## config.mk

```make
export PLATFORM = sky130hd
export DESIGN_NAME = button_conditioner
export DESIGN_NICKNAME = d
export VERILOG_FILES = /design/src/rtl/button_conditioner.sv
export SDC_FILE = /design/constraint.sdc
export NUM_CORES = 1
export LEC_CHECK = 0
export ABC_AREA = 1
export CORE_ASPECT_RATIO = 0.5
export CORE_UTILIZATION = 50
export DETAILED_ROUTE_END_ITERATION = 7
export GPL_TIMING_DRIVEN = 0
export PLACE_DENSITY = 0.68
export SLEW_MARGIN = 30
export SYNTH_ARGS = -nofsm -noshare
export SYNTH_HDL_FRONTEND = slang
export SYNTH_SLANG_ARGS = --single-unit
```

## constraint.sdc

```tcl
create_clock -name clk -period 2.5 [get_ports clk]
set_input_delay 0.5 -clock clk [delete_from_list [all_inputs] [get_ports clk]]
set_output_delay 0.5 -clock clk [all_outputs]
set_load 0.02 [all_outputs]
```

## src/rtl/button_conditioner.sv

```systemverilog
// Synchronise, debounce and edge-detect NBTN panel buttons; also emits a periodic tick enable.
// Latency raw->btn_level is DB_CNT+1 edges after first sampling; there is no backpressure and outputs are free-running pulses.
module button_conditioner #(
  parameter int NBTN     = 5,
  parameter int DB_CNT   = 50000,
  parameter int LONG_CNT = 2000000,
  parameter int TICK_DIV = 100000
) (
  input  logic            clk,
  input  logic            rst_n,
  input  logic [NBTN-1:0] btn_raw,
  output logic [NBTN-1:0] btn_level,
  output logic [NBTN-1:0] btn_press,
  output logic [NBTN-1:0] btn_release,
  output logic [NBTN-1:0] btn_long,
  output logic            tick
);

  localparam int DBW = (DB_CNT > 1) ? $clog2(DB_CNT + 1) : 1;
  localparam int HW  = (LONG_CNT > 1) ? $clog2(LONG_CNT + 1) : 1;
  localparam int TW  = $clog2(TICK_DIV);

  localparam logic [DBW-1:0] DB_LAST   = DBW'(DB_CNT - 1);
  localparam logic [DBW-1:0] DB_ONE    = DBW'(1);
  localparam logic [HW-1:0]  HOLD_MAX  = HW'(LONG_CNT);
  localparam logic [HW-1:0]  HOLD_LAST = HW'(LONG_CNT - 1);
  localparam logic [HW-1:0]  HOLD_ONE  = HW'(1);
  localparam logic [TW-1:0]  TICK_LAST = TW'(TICK_DIV - 1);
  localparam logic [TW-1:0]  TICK_ONE  = TW'(1);

  logic [NBTN-1:0]          s1_q, s1_d;
  logic [NBTN-1:0]          s2_q, s2_d;
  logic [NBTN-1:0]          level_q, level_d;
  logic [NBTN-1:0][DBW-1:0] db_cnt_q, db_cnt_d;
  logic [NBTN-1:0]          press_q, press_d;
  logic [NBTN-1:0]          release_q, release_d;
  logic [NBTN-1:0][HW-1:0]  hold_cnt_q, hold_cnt_d;
  logic [NBTN-1:0]          fired_q, fired_d;
  logic [NBTN-1:0]          long_q, long_d;
  logic [TW-1:0]            tick_cnt_q, tick_cnt_d;
  logic                     tick_q, tick_d;

  always_comb begin
    s1_d       = btn_raw;
    s2_d       = s1_q;
    level_d    = level_q;
    db_cnt_d   = db_cnt_q;
    hold_cnt_d = hold_cnt_q;
    fired_d    = fired_q;
    long_d     = '0;

    for (int i = 0; i < NBTN; i++) begin
      // A disagreeing sample must persist DB_CNT edges in a row; any agreement restarts the count.
      if (s2_q[i] == level_q[i]) begin
        db_cnt_d[i] = '0;
      end else if (db_cnt_q[i] == DB_LAST) begin
        level_d[i]  = s2_q[i];
        db_cnt_d[i] = '0;
      end else begin
        db_cnt_d[i] = db_cnt_q[i] + DB_ONE;
      end

      if (!level_q[i]) begin
        hold_cnt_d[i] = '0;
        fired_d[i]    = 1'b0;
      end else begin
        if (hold_cnt_q[i] != HOLD_MAX) begin
          hold_cnt_d[i] = hold_cnt_q[i] + HOLD_ONE;
        end
        // Suppressed if the level falls on this same edge, so long never lands on a release.
        if (!fired_q[i] && hold_cnt_q[i] == HOLD_LAST && level_d[i]) begin
          long_d[i]  = 1'b1;
          fired_d[i] = 1'b1;
        end
      end
    end

    press_d   = level_d & ~level_q;
    release_d = ~level_d & level_q;

    tick_d     = (tick_cnt_q == TICK_LAST);
    tick_cnt_d = tick_d ? '0 : tick_cnt_q + TICK_ONE;
  end

  always_ff @(posedge clk or negedge rst_n) begin
    if (!rst_n) begin
      s1_q       <= '0;
      s2_q       <= '0;
      level_q    <= '0;
      db_cnt_q   <= '0;
      press_q    <= '0;
      release_q  <= '0;
      hold_cnt_q <= '0;
      fired_q    <= '0;
      long_q     <= '0;
      tick_cnt_q <= '0;
      tick_q     <= 1'b0;
    end else begin
      s1_q       <= s1_d;
      s2_q       <= s2_d;
      level_q    <= level_d;
      db_cnt_q   <= db_cnt_d;
      press_q    <= press_d;
      release_q  <= release_d;
      hold_cnt_q <= hold_cnt_d;
      fired_q    <= fired_d;
      long_q     <= long_d;
      tick_cnt_q <= tick_cnt_d;
      tick_q     <= tick_d;
    end
  end

  assign btn_level   = level_q;
  assign btn_press   = press_q;
  assign btn_release = release_q;
  assign btn_long    = long_q;
  assign tick        = tick_q;

endmodule

```

### Word-level counts from Yosys, hierarchy flattened

Index checks and enable logic that the tools add are counted.

| operators by class | value |
|---|---|
| $add $sub $neg | 11 |
| eq/ne operators | 31 |
| muxes and demuxes | 51 |
| bitwise operators | 4 |
| reduce and logical (&&, ||, !) cells | 15 |

Operator list:

| cell | count |
|---|---|
| $mux W21 | 10 |
| $mux W16 | 10 |
| $add A21 B1 Y21 const B | 5 |
| $eq A21 B21 Y1 const B | 5 |
| $ne A21 B21 Y1 const B | 5 |
| $add A16 B1 Y16 const B | 5 |
| $eq A16 B16 Y1 const B | 5 |
| $mux W1 | 30 |
| $ne A2 B1 Y1 const B | 10 |
| $add A17 B1 Y17 const B | 1 |
| $eq A17 B17 Y1 const B | 1 |
| $mux W17 | 1 |
| $and A5 B5 Y5 | 2 |
| $logic_and A1 B1 Y1 | 10 |
| $not A5 Y5 | 2 |
| $eq A1 B1 Y1 | 5 |
| $logic_not A1 Y1 | 5 |

| word-level totals | value |
|---|---|
| bits in registers | 238 |
| input port bits | 7 |
| output and inout port bits | 21 |
| logic and storage cells | 135 |

### Logic depth before layout (Yosys ltp)

Gate-level depths: netlist of the first run.

| logic depth | value |
|---|---|
| depth after elaboration | 6 |
| mapped depth | 9 |
| mapped depth without buffers | 9 |

### Least setup slack after synthesis of the first run

Ideal clock, no wire load.

| timing | value |
|---|---|
| path kind | reg2reg |
| from | register hold_cnt_q[63] (netlist bit) |
| to | register hold_cnt_q[75] (netlist bit) |
| library setup time | 0.120 ns |
| arrival time | 1.250 ns |
| data required time | 2.380 ns |
| setup slack | 1.130 ns |
| stages on the path, launching flop included | 8 |
| path buffers | 0 |
| period minus slack after synthesis | 1.370 ns |
| path through | dfrtp_1 -> ha_1 -> nand2_2 -> nor2_4 -> nand2_2 -> nor2_4 -> nand2_1 -> and3_1 |

| between the ends | value |
|---|---|
| word-level cells in the longest chain between the ends | 3 |
| elaborated cells on any way between the ends | 5 |
| classes of those cells | add/sub: 1; eq/ne: 2; mux: 2 |

Ends and longest elaborated chain:

| item | RTL line | RTL |
|---|---|---|
| start: declaration | 37 | `logic [NBTN-1:0][HW-1:0] hold_cnt_q, hold_cnt_d;` |
| start signal: assignment | 105 | `hold_cnt_q <= hold_cnt_d;` |
| $add A21 B1 Y21 | 68 | `hold_cnt_d[i] = hold_cnt_q[i] + HOLD_ONE;` |
| $mux W21 | 67 | `if (hold_cnt_q[i] != HOLD_MAX) begin` |
| $mux W21 | 63 | `if (!level_q[i]) begin` |

Several ways; a longest one is shown, not always the timed one. The select of a mux whose other input is x is not followed.
A chain may end at the register's enable or synchronous reset.

### Worst setup path after layout of the first run

| timing | value |
|---|---|
| from | register level_q[0], in the netlist btn_level[0] |
| to | output btn_level[0] |

RTL lines:

| item | RTL line | RTL |
|---|---|---|
| start: declaration | 33 | `logic [NBTN-1:0] level_q, level_d;` |
| start signal: assignment | 101 | `level_q <= level_d;` |
| end: declaration | 12 | `output logic [NBTN-1:0] btn_level,` |

No word-level cell between the ends.

==> results of run 1 <==
[registers in the layout (all words and copies together), names as in the netlist, 5 cells and up]
signal and cells:
s2_q 5, fired_q 5, db_cnt_q 80, btn_level 5
btn_long 5, hold_cnt_q 105, s1_q 5, tick_cnt_q 17
btn_release 5, btn_press 5
[metal layers]
| metal | global-route usage | part of all wire | vias to the layer above |
|---|---|---|---|
| met5 | 0 | 0 | - |
| met1 | 0.284 | 0.51 | 4806 |
| met2 | 0.332 | 0.43 | 154 |
| met3 | 0.0322 | 0.037 | 36 |
| li1 | - | - | 5648 |
| met4 | 0.0471 | 0.019 | 0 |
[kinds of logic (layout without fill, tap and decap cells)]
logic type / Yosys count / after routing / synth area share
AO/OA/AOI/OAI: 119 / 119 / 0.0481
XOR/XNOR: 66 / 66 / 0.0448
adder cells (fa/ha/maj): 16 / 16 / 0.0155
buffers and inverters: 220 / 291 / 0.0657
flip-flops: 238 / 238 / 0.462
AND/OR/NAND/NOR: 1099 / 1099 / 0.364
[final cells by class]
class | instances | area (um2) | area share
multi-input cells | 1300 | 6100 | 0.424
clock buffers | 37 | 678 | 0.0471
clock inverters | 4 | 45.0 | 0.00313
repair buffers | 30 | 340 | 0.0236
plain buffers | 14 | 75.1 | 0.00521
flip-flops and latches | 238 | 5960 | 0.414
well taps | 344 | 430 | 0.0299
inverters | 206 | 773 | 0.0537
[Yosys cell counts, drive strengths merged, types with 4 or more instances]
cell type	count	area [um2]
a21oi	64	328
buf	9	56.3
clkbuf	5	18.8
dfrtp	238	5960
ha	16	200
inv	206	773
nand2	433	1680
nand3	135	696
nand4	38	238
nor2	434	1770
nor3	45	225
o21ai	48	244
o21bai	4	30.0
or2	8	50.1
xnor2	19	166
xor2	47	412
[power breakdown]
group          total [mW]  internal [mW]  switching, mW
registers            3.90           3.88         0.0198
clock network        3.40           1.95           1.44
logic               0.173         0.0477          0.126
[how the worst max path moves through the flow]
stage	to	cells past startpoint
after detailed placement	hold_cnt_q[84]	3
after global placement	tick_cnt_q[0]	1
after CTS	btn_level[0]	1
after floorplan	hold_cnt_q[75]	7
final	btn_level[0]	1
after global routing	btn_level[0]	1
[per-stage QoR]
step                cell area (um2)  setup slack [ps]  power [mW]
global placement              13600             -9340        4.14
finish                        14400               334        7.47
CTS                           14400               303        7.62
global route                  14400               274        7.79
detailed placement            13700               711        4.15
floorplan                     12900              1130        4.03
[repair_timing]
item,in CTS,in global routing
endpoints found under the hold margin,72,0
hold buffers,1,0
setup endpoints to repair,0,0
==> results.cfg, run 1 <==
[timing]
slew_headroom = 0.615
number_of_failing_hold_endpoints_at_the_final_stage = 0
period_utilization_post_route = 0.866
maxClockFrequency_mhz = 462
post-route-min-period_ps = 2170
number_of_endpoints_failing_setup_at_the_final_stage = 0
clock_skew_ps = 9.60
timing.hold.ws_ps = 346
grt_setup_unrepaired = false
worst_max_slew_pin_slew_ps = 576
timing.setup.tns_ps = 0
slew_viol_final = 0

[global_route]
grt_antenna_before_repair = 0
maximum_number_of_pins_on_one_net_before_global_route_repair = 86
first_pass_grt_wire_length_mm = 45.0
first_global_vias = 9906
globalRouteTotalUtil = 0.202
grt-ovfl-total = 0

[critical_path]
cp_max_fo = 7
critical_path.startpoint_type = flop
r2r_start = hold_cnt_q[63]
slowest_stage = sky130_fd_sc_hd__clkdlybuf4s50_1
critical_path.endpoint_type = output pin
cp_num_buf_inv = 1
crit_path_start = btn_level[0]
timing.critical_path.max_delay_family = buffers and inverters
r2r_setup_slack_ps = 880
max_stage_delay_ps = 650
cp_data_arrival_time_ps = 1670
worst_reg_to_reg_cells = 8
worstPathRequired_ps = 2000
critical_path.cell_chain = clkdlybuf4s50_1
setup.worst_path.class = reg -> out
r2r-end = hold_cnt_q[77]

[logic_synthesis]
synthesized_area_per_cell_um2 = 7.34
synth_seq_cells = 238
synth_cells = 1758
yosys_warnings = 0
synth.lib_cells_used.distinct = 34
yosys_most_used_dff = sky130_fd_sc_hd__dfrtp_1
post_synthesis_cell_area_um2 = 12900
synth-seq-area-share = 0.462
synth_edf_count = 0
synth.net_count = 1781
synth_async_reset_ratio = 1.00

[power_and_ir_drop]
p_leak_nw = 6.06
ir_drop_uv = 382
powerDensity_nw_per_um2 = 519

[finish]
fillers = 2383
post_layout_nonfiller_instances = 2173
finish.net_count = 1836
insertedDiodeCount = 0
final_core_utilization = 0.569
layout.cells.most_common = sky130_fd_sc_hd__nand2_1
layout-drive-gt1-share = 0.0645
most-common-layout-cells = sky130_fd_sc_hd__nand2_1 (416), sky130_fd_sc_hd__nor2_1 (399), sky130_fd_sc_hd__dfrtp_1 (238)
area_delta_synth_final_pct = 11.6

[run]
cap_violations = 0

[clock_tree]
cts_tree = yes
cts_max_level = 1
clk_path_buf_depth = 3
cts_resized = 0
cts_setup_buffers = 0
cts_buffers = 23
cts.sink_count = 238
clock-root-buffer = sky130_fd_sc_hd__clkbuf_16
clk_pin_slew_worst_paths_ps = 60
clkLatencyLatePin_ps = 520

[place]
dp_hpwl_mm = 18.1
placed_cells = 2131
place.gp.congestion = 0.860
portbufs = 27

[min_path]
timing.hold.worst_path_depth = 0
worst_min_delay_path_category = reg -> reg
hold_path_end = s2_q[2]
min_from = s1_q[2]

[die]
placementRows = 41
core_area_um2 = 25300
initial_utilization = 0.510
die-area_um2 = 26500
fp.dieW_um = 229
die_extent_in_y_um = 116
design.portCount = 28

[drt]
routedWlPerCell_um = 11.7
route.antenna.remaining_nets = 0
vias_per_cell = 4.90
first_iter_violations = 752
wl_mm = 25.5
vias = 10600
detailedRoute.firstPassIterationCount = 7
detail_route.drc_violations = 0

[outcome]
status = finished clean
Note: power is estimated with default switching activity, not from simulation.
==> run 2, diff against run 1 <==
CAP_MARGIN = 20   (was default)
==> results of run 2 <==
No change in the layout: final DEF, timing and power equal those of run 1.
==> run 3, diff against run 2 <==
==> constraint.sdc (replaced) <==
create_clock -name clk -period 2.5 [get_ports clk]
set_input_delay 0.5 -clock clk [delete_from_list [all_inputs] [get_ports clk]]
set_output_delay 0.5 -clock clk [all_outputs]
set_load 0.005 [all_outputs]
==> results of run 3 <==
The final DEF is identical to that of run 1. Status: finished clean.
Among the figures that moved: setup slack after layout 334 ps -> 438 ps
